`config.mk`:
```
export PLATFORM = sky130hd
export DESIGN_NAME = logic_gate_unit
export DESIGN_NICKNAME = d
export VERILOG_FILES = /design/src/rtl/logic_gate_unit.sv
export SDC_FILE = /design/constraint.sdc
export NUM_CORES = 1
export LEC_CHECK = 0
export CAP_MARGIN = 20
export CORE_MARGIN = 1.5
export CORE_UTILIZATION = 56
export DETAILED_ROUTE_END_ITERATION = 8
export PLACE_DENSITY = 0.87
export SYNTH_ARGS = -nofsm -noshare
export SYNTH_HDL_FRONTEND = slang
export SYNTH_SLANG_ARGS = --single-unit
```
`constraint.sdc`:
```
create_clock -name clk -period 2.4 [get_ports clk]
set_input_delay 0.48 -clock clk [delete_from_list [all_inputs] [get_ports clk]]
set_output_delay 0.48 -clock clk [all_outputs]
set_load 0.05 [all_outputs]
```
`src/rtl/logic_gate_unit.sv`:
```
// ---------------------------------------------------------------------------
// logic_gate_unit
//   Registered WIDTH-bit bitwise gate with a runtime-selectable operation.
//   Single mode computes (a op b) from one beat. Accumulate mode folds a
//   multi-beat stream of words through the selected gate and reports the
//   folded word when the beat flagged 'last' arrives. Input and output use
//   valid/ready handshakes. One result is produced per transaction and held
//   until the consumer accepts it.
//
// Ports
//   clk       : rising-edge clock, the only clock
//   rst       : synchronous, active-high reset
//   in_valid  : input beat offered
//   in_ready  : unit can accept a beat (decoded from the state register)
//   a         : operand A / stream word
//   b         : operand B, used in single mode only
//   op        : 000 AND, 001 OR, 010 NAND, 011 NOR, 100 XOR, 101 XNOR,
//               110 NOT a, 111 pass a (sampled on the first beat)
//   mode      : 0 single-shot, 1 accumulate (sampled on the first beat)
//   last      : final beat of an accumulate transaction
//   out_valid : result available
//   out_ready : consumer accepts result
//   y         : registered result
//   count     : beats consumed by the current result, saturating
// ---------------------------------------------------------------------------
module logic_gate_unit #(
  parameter int WIDTH = 8,
  parameter int LEN_W = 4
) (
  input  logic             clk,
  input  logic             rst,
  input  logic             in_valid,
  output logic             in_ready,
  input  logic [WIDTH-1:0] a,
  input  logic [WIDTH-1:0] b,
  input  logic [2:0]       op,
  input  logic             mode,
  input  logic             last,
  output logic             out_valid,
  input  logic             out_ready,
  output logic [WIDTH-1:0] y,
  output logic [LEN_W-1:0] count
);

  typedef enum logic [1:0] {
    S_IDLE = 2'b00,
    S_ACC  = 2'b01,
    S_HOLD = 2'b10
  } state_t;

  localparam logic [LEN_W-1:0] CNT_ONE = {{(LEN_W-1){1'b0}}, 1'b1};
  localparam logic [LEN_W-1:0] CNT_MAX = {LEN_W{1'b1}};

  // Binary gates combine lhs and rhs; the unary codes act on the incoming
  // word only, which is 'a' in both modes.
  function automatic logic [WIDTH-1:0] gate_f(
    input logic [2:0]       f_op,
    input logic [WIDTH-1:0] f_lhs,
    input logic [WIDTH-1:0] f_rhs,
    input logic [WIDTH-1:0] f_word
  );
    logic [WIDTH-1:0] f_res;
    case (f_op)
      3'b000:  f_res = f_lhs & f_rhs;
      3'b001:  f_res = f_lhs | f_rhs;
      3'b010:  f_res = ~(f_lhs & f_rhs);
      3'b011:  f_res = ~(f_lhs | f_rhs);
      3'b100:  f_res = f_lhs ^ f_rhs;
      3'b101:  f_res = ~(f_lhs ^ f_rhs);
      3'b110:  f_res = ~f_word;
      3'b111:  f_res = f_word;
      default: f_res = {WIDTH{1'b0}};
    endcase
    return f_res;
  endfunction

  state_t           r_state;
  logic [2:0]       r_op;
  logic             r_mode;
  logic [WIDTH-1:0] r_acc;
  logic [WIDTH-1:0] r_y;
  logic [LEN_W-1:0] r_count;

  state_t           w_next_state;
  logic [2:0]       w_next_op;
  logic             w_next_mode;
  logic [WIDTH-1:0] w_next_acc;
  logic [WIDTH-1:0] w_next_y;
  logic [LEN_W-1:0] w_next_count;

  logic             w_beat;
  logic             w_result_accept;
  logic [WIDTH-1:0] w_acc_gate;
  logic [LEN_W-1:0] w_count_inc;

  // Handshake flags are decoded from the state register only, so there is
  // no combinational path from out_ready to in_ready.
  assign in_ready  = (r_state != S_HOLD);
  assign out_valid = (r_state == S_HOLD);
  assign y         = r_y;
  assign count     = r_count;

  assign w_beat          = in_valid && in_ready;
  assign w_result_accept = out_valid && out_ready;
  assign w_acc_gate      = gate_f(r_op, r_acc, a, a);
  assign w_count_inc     = (r_count == CNT_MAX) ? r_count : (r_count + CNT_ONE);

  // Next-state and next-datapath decode for the IDLE/ACC/HOLD controller.
  always_comb begin
    w_next_state = r_state;
    w_next_op    = r_op;
    w_next_mode  = r_mode;
    w_next_acc   = r_acc;
    w_next_y     = r_y;
    w_next_count = r_count;
    case (r_state)
      S_IDLE: begin
        if (w_beat) begin
          w_next_op    = op;
          w_next_mode  = mode;
          w_next_count = CNT_ONE;
          if (!mode) begin
            w_next_y     = gate_f(op, a, b, a);
            w_next_state = S_HOLD;
          end else begin
            w_next_acc = a;
            if (last) begin
              w_next_y     = a;
              w_next_state = S_HOLD;
            end else begin
              w_next_state = S_ACC;
            end
          end
        end else begin
          w_next_state = S_IDLE;
        end
      end
      S_ACC: begin
        // op/mode/b are ignored here; the latched op drives the fold.
        if (w_beat) begin
          w_next_acc   = w_acc_gate;
          w_next_count = w_count_inc;
          if (last) begin
            w_next_y     = w_acc_gate;
            w_next_state = S_HOLD;
          end else begin
            w_next_state = S_ACC;
          end
        end else begin
          w_next_state = S_ACC;
        end
      end
      S_HOLD: begin
        if (w_result_accept) begin
          w_next_state = S_IDLE;
        end else begin
          w_next_state = S_HOLD;
        end
      end
      default: begin
        w_next_state = S_IDLE;
      end
    endcase
  end

  // State and datapath registers with synchronous reset.
  always_ff @(posedge clk) begin
    if (rst) begin
      r_state <= S_IDLE;
      r_op    <= 3'b000;
      r_mode  <= 1'b0;
      r_acc   <= {WIDTH{1'b0}};
      r_y     <= {WIDTH{1'b0}};
      r_count <= {LEN_W{1'b0}};
    end else begin
      r_state <= w_next_state;
      r_op    <= w_next_op;
      r_mode  <= w_next_mode;
      r_acc   <= w_next_acc;
      r_y     <= w_next_y;
      r_count <= w_next_count;
    end
  end

endmodule

```
==> results.py <==
metrics = {
    "outcome": {
        "run_status": "finished, final reports clean",
    },
    "sta": {
        "grt_setup_unrepaired": "false",
        "final-hold-violation-count": 0,
        "timing.slew.headroom_pct": 53.0,
        "timing.clock.skew_ns": 0.00314,
        "finalSetupViolCount": 0,
        "min_period_over_period_pct": 95.1,
        "timing_worst_slew_pin_value_ns": 0.705,
        "min_period_ns": 2.28,
        "slew_violations": 0,
        "finalWorstSetupSlack_ns": 0.118,
        "max_freq_mhz": 438,
    },
    "logic_synthesis": {
        "avgSynthCellArea_sq_um": 7.91,
        "synth_top_area_share_pct": 18.4,
        "synth_enable_flop_cells": 0,
        "synth_async_sr_flop_share_pct": 0,
        "count_of_mapped_cells_out_of_synthesis": 344,
        "synth.top_cells.by_area": "dfxtp_1, ha_1, xnor2_1",
        "synth_ff_type": "dfxtp_1",
        "synth_area_leader_cell": "dfxtp_1",
        "synth.ff_latch_count": 25,
        "synth.cell_area_sq_um": 2720,
        "fraction_of_the_yosys_area_taken_by_sequential_cells_pct": 18.4,
        "mappedNetlistNets": 402,
        "synth_warnings": 0,
        "ys_types": 45,
    },
    "setup_path": {
        "regToRegSetupSlack_ns": 0.35,
        "crit_path_start_kind": "input port",
        "launch_instance_of_the_worst_register_to_register_path": "r_op[2]",
        "cp_max_fo": 3,
        "criticalPathCategory": "in -> reg",
        "worst_ep_arrival_time_ns": 2.47,
        "critical_path.max_stage_delay_ns": 0.47,
        "crit_path_start": "a[4]",
        "worst_path_max_delay_cell": "clkdlybuf4s50_1",
        "cp_num_cells": 8,
        "timing.critical_path.cells": "clkdlybuf4s50_1, inv_1, ha_1, xnor2_1, a211o_1, a31oi_1, a211oi_1, a211oi_1",
        "critical_path.endpoint": "r_acc[4]",
        "crit_top_cell": "a211oi_1",
        "worstPathBufferInverterCount": 2,
        "crit_family": "compound AO/OA/AOI/OAI gates",
        "regToRegEndpoint": "r_acc[4]",
        "worst_r2r_path_depth": 5,
        "category_of_the_worst_setup_path_capture_point": "flop",
        "worstPathRequired_ns": 2.58,
    },
    "layout": {
        "area_delta_synth_final_pct": 20.3,
        "fillers": 357,
        "finish.net_count": 446,
        "post_route_cells_drive_above_1_share_pct": 9.82,
        "finalInstanceArea_sq_um": 3280,
        "diodes": 0,
    },
    "clocking": {
        "cts.reportedPaths.clkPinSlew_ns": 0.09,
        "cts.htree.levels": 1,
        "cts.repair.resized": 0,
        "post_cts_buffers": 0,
        "clk_latency_ns": 0.27,
        "cts-hold-fix-buffers": 0,
        "cts_tree": "done",
        "clk_root_buffer_cell": "clkbuf_8",
        "clock_sink_count": 25,
        "cts-buffers-inserted": 3,
        "cts-root-to-sink-buffers": 2,
    },
    "pwr": {
        "power.ir.vdd_worst_uv": 242,
        "total_leakage_power_nw": 1.35,
        "power.density_cell_area_nw_per_um2": 401,
    },
    "place": {
        "final_replace_weighted_congestion": 0.874,
        "placement.io_buffers": 38,
        "placed_cell_area_sq_um": 3230,
        "hpwl_microns": 5340,
        "place_worst_setup_slack_ns": -0.0919,
    },
    "min_path": {
        "hp-class": "reg -> reg",
        "min_from": "r_acc[1]",
    },
    "grt": {
        "globalRouteOverflowTotal": 0,
        "groute.usage.overall_pct": 28.7,
        "grt_start_max_net_pins": 27,
        "first_pass_grt_wire_length_microns": 12100,
        "first_global_vias": 2652,
        "initial_antenna_violation_count": 0,
    },
    "flow_run": {
        "cap_violations": 0,
    },
    "routing": {
        "routed_wl_microns": 7120,
        "drt_first_pass_iters": 4,
        "post_drt_via_cell_ratio": 6.15,
        "dr_iter_0_viols": 280,
        "detail_route.drc_violations": 0,
        "drt-wirelength-per-cell_microns": 16.1,
        "num_vias": 2713,
        "antenna_violating_nets_post_route": 0,
    },
    "floorplanning": {
        "design.core.area_sq_um": 4690,
        "initial_core_util_pct": 58.0,
        "ioPinCount": 39,
        "std_cell_rows": 25,
        "die_outline_width_microns": 72.7,
        "dieArea_sq_um": 5290,
        "die_boundary_height_microns": 72.7,
    },
}
[power by group]
group	switching, W	leakage, nW	total [W]	internal (W)
clock	0.000144	0.0217	0.000262	0.000118
sequential	0.0000307	0.206	0.000477	0.000446
combinational	0.000318	1.13	0.000574	0.000256
total	0.000493	1.35	0.00131	0.000820
[registers in the layout, indices dropped and copies added (netlist names)]
register  count
r_state       2
y             8
r_op          3
count         4
r_acc         8
[cell type report]
type / instances / area [sq um] / area share, %
Inverter: 26 / 97.6 / 2.98
Multi-Input combinational cell: 263 / 1950 / 59.5
Tap cell: 54 / 67.6 / 2.06
Timing Repair Buffer: 69 / 613 / 18.7
Clock inverter: 1 / 7.51 / 0.229
Clock buffer: 3 / 41.3 / 1.26
Sequential cell: 25 / 500 / 15.3
[worst min-delay path: cells and delay by family (launching register included)]
| family | cells | cell delay (ns) |
|---|---|---|
| compound gates | 1 | 0.06 |
| buf+inv | 1 | 0.07 |
| flops | 1 | 0.32 |
[metal layers]
| layer | wire [microns] | track usage, % |
|---|---|---|
| met5 | 0 | 0 |
| met4 | 189 | 12.8 |
| met3 | 508 | 4.01 |
| met2 | 3410 | 47.0 |
| met1 | 3010 | 37.3 |
[logic make-up (layout without fill, tap and decap cells)]
| logic type | after synthesis | in the layout | share of synthesized area [%] |
|---|---|---|---|
| AOI/OAI and AO/OA | 110 | 110 | 26.6 |
| and+or+nand+nor | 81 | 81 | 17.2 |
| buffers and inverters | 56 | 99 | 10.1 |
| xor gates and xnor gates | 37 | 37 | 11.9 |
| adders and majority gates | 33 | 33 | 15.2 |
| DFF | 25 | 25 | 18.4 |
| muxes | 2 | 2 | 0.735 |
[synth_stat cells (8+ instances only)]
cell	number
dfxtp_1	25
clkbuf_1	11
nor2_1	19
inv_1	26
xor2_1	10
a211oi_1	19
xnor2_1	27
nor3_1	9
a21oi_1	31
ha_1	33
and2_1	8
nand2_1	12
buf_2	11
o21ai_0	19
[metrics by stage]
| stage | instances | hold slack, ns | total power, W | setup TNS, ns | util, % |
|---|---|---|---|---|---|
| after floorplan | 344 | 0.462 | 0.000871 | 0 | - |
| after global placement | 437 | 0.477 | 0.00103 | -0.0369 | 68.8 |
| after detailed placement | 437 | 0.478 | 0.00105 | -0.250 | 68.8 |
| after CTS | 441 | 0.495 | 0.00131 | 0 | 69.8 |
| after global routing | 441 | 0.522 | 0.00139 | 0 | 69.8 |
| final | 441 | 0.495 | 0.00131 | 0 | 69.8 |
[cell usage in the layout, fill, tap and decap left out, types with 2 or more instances in the layout]
master           netlist  routed
nand2b_1               5       5
ha_1                  33      33
xnor2_1               27      27
mux2i_1                2       2
clkdlybuf4s50_1        0      38
nor3_1                 9       9
o21ai_0               19      19
nor2_1                19      19
xor2_1                10      10
a2111oi_0              2       2
nor2b_1                5       5
clkbuf_8               0       3
buf_4                  3      31
nand3_1                2       2
and2_1                 8       8
inv_1                 26      26
o211ai_1               7       7
nand3b_1               2       2
dfxtp_1               25      25
and3b_1                6       6
a31oi_1                6       6
a211o_1                7       7
nor4b_1                7       7
nand2_1               12      12
o311ai_1               2       2
a211oi_1              19      19
a21oi_1               31      31
a22oi_1                7       7
a221oi_1               3       3
[worst min path at each step]
stage | to | slack (ns) | cells after the start
2_1_floorplan | r_acc[0] | 0.46 | 2
3_3_place_gp | r_acc[6] | 0.48 | 2
3_5_place_dp | y[4] | 0.48 | 2
4_1_cts | y[4] | 0.50 | 2
5_1_grt | y[6] | 0.52 | 2
6_report | r_acc[1] | 0.49 | 2
No activity file was read; power rests on OpenSTA's default activity.
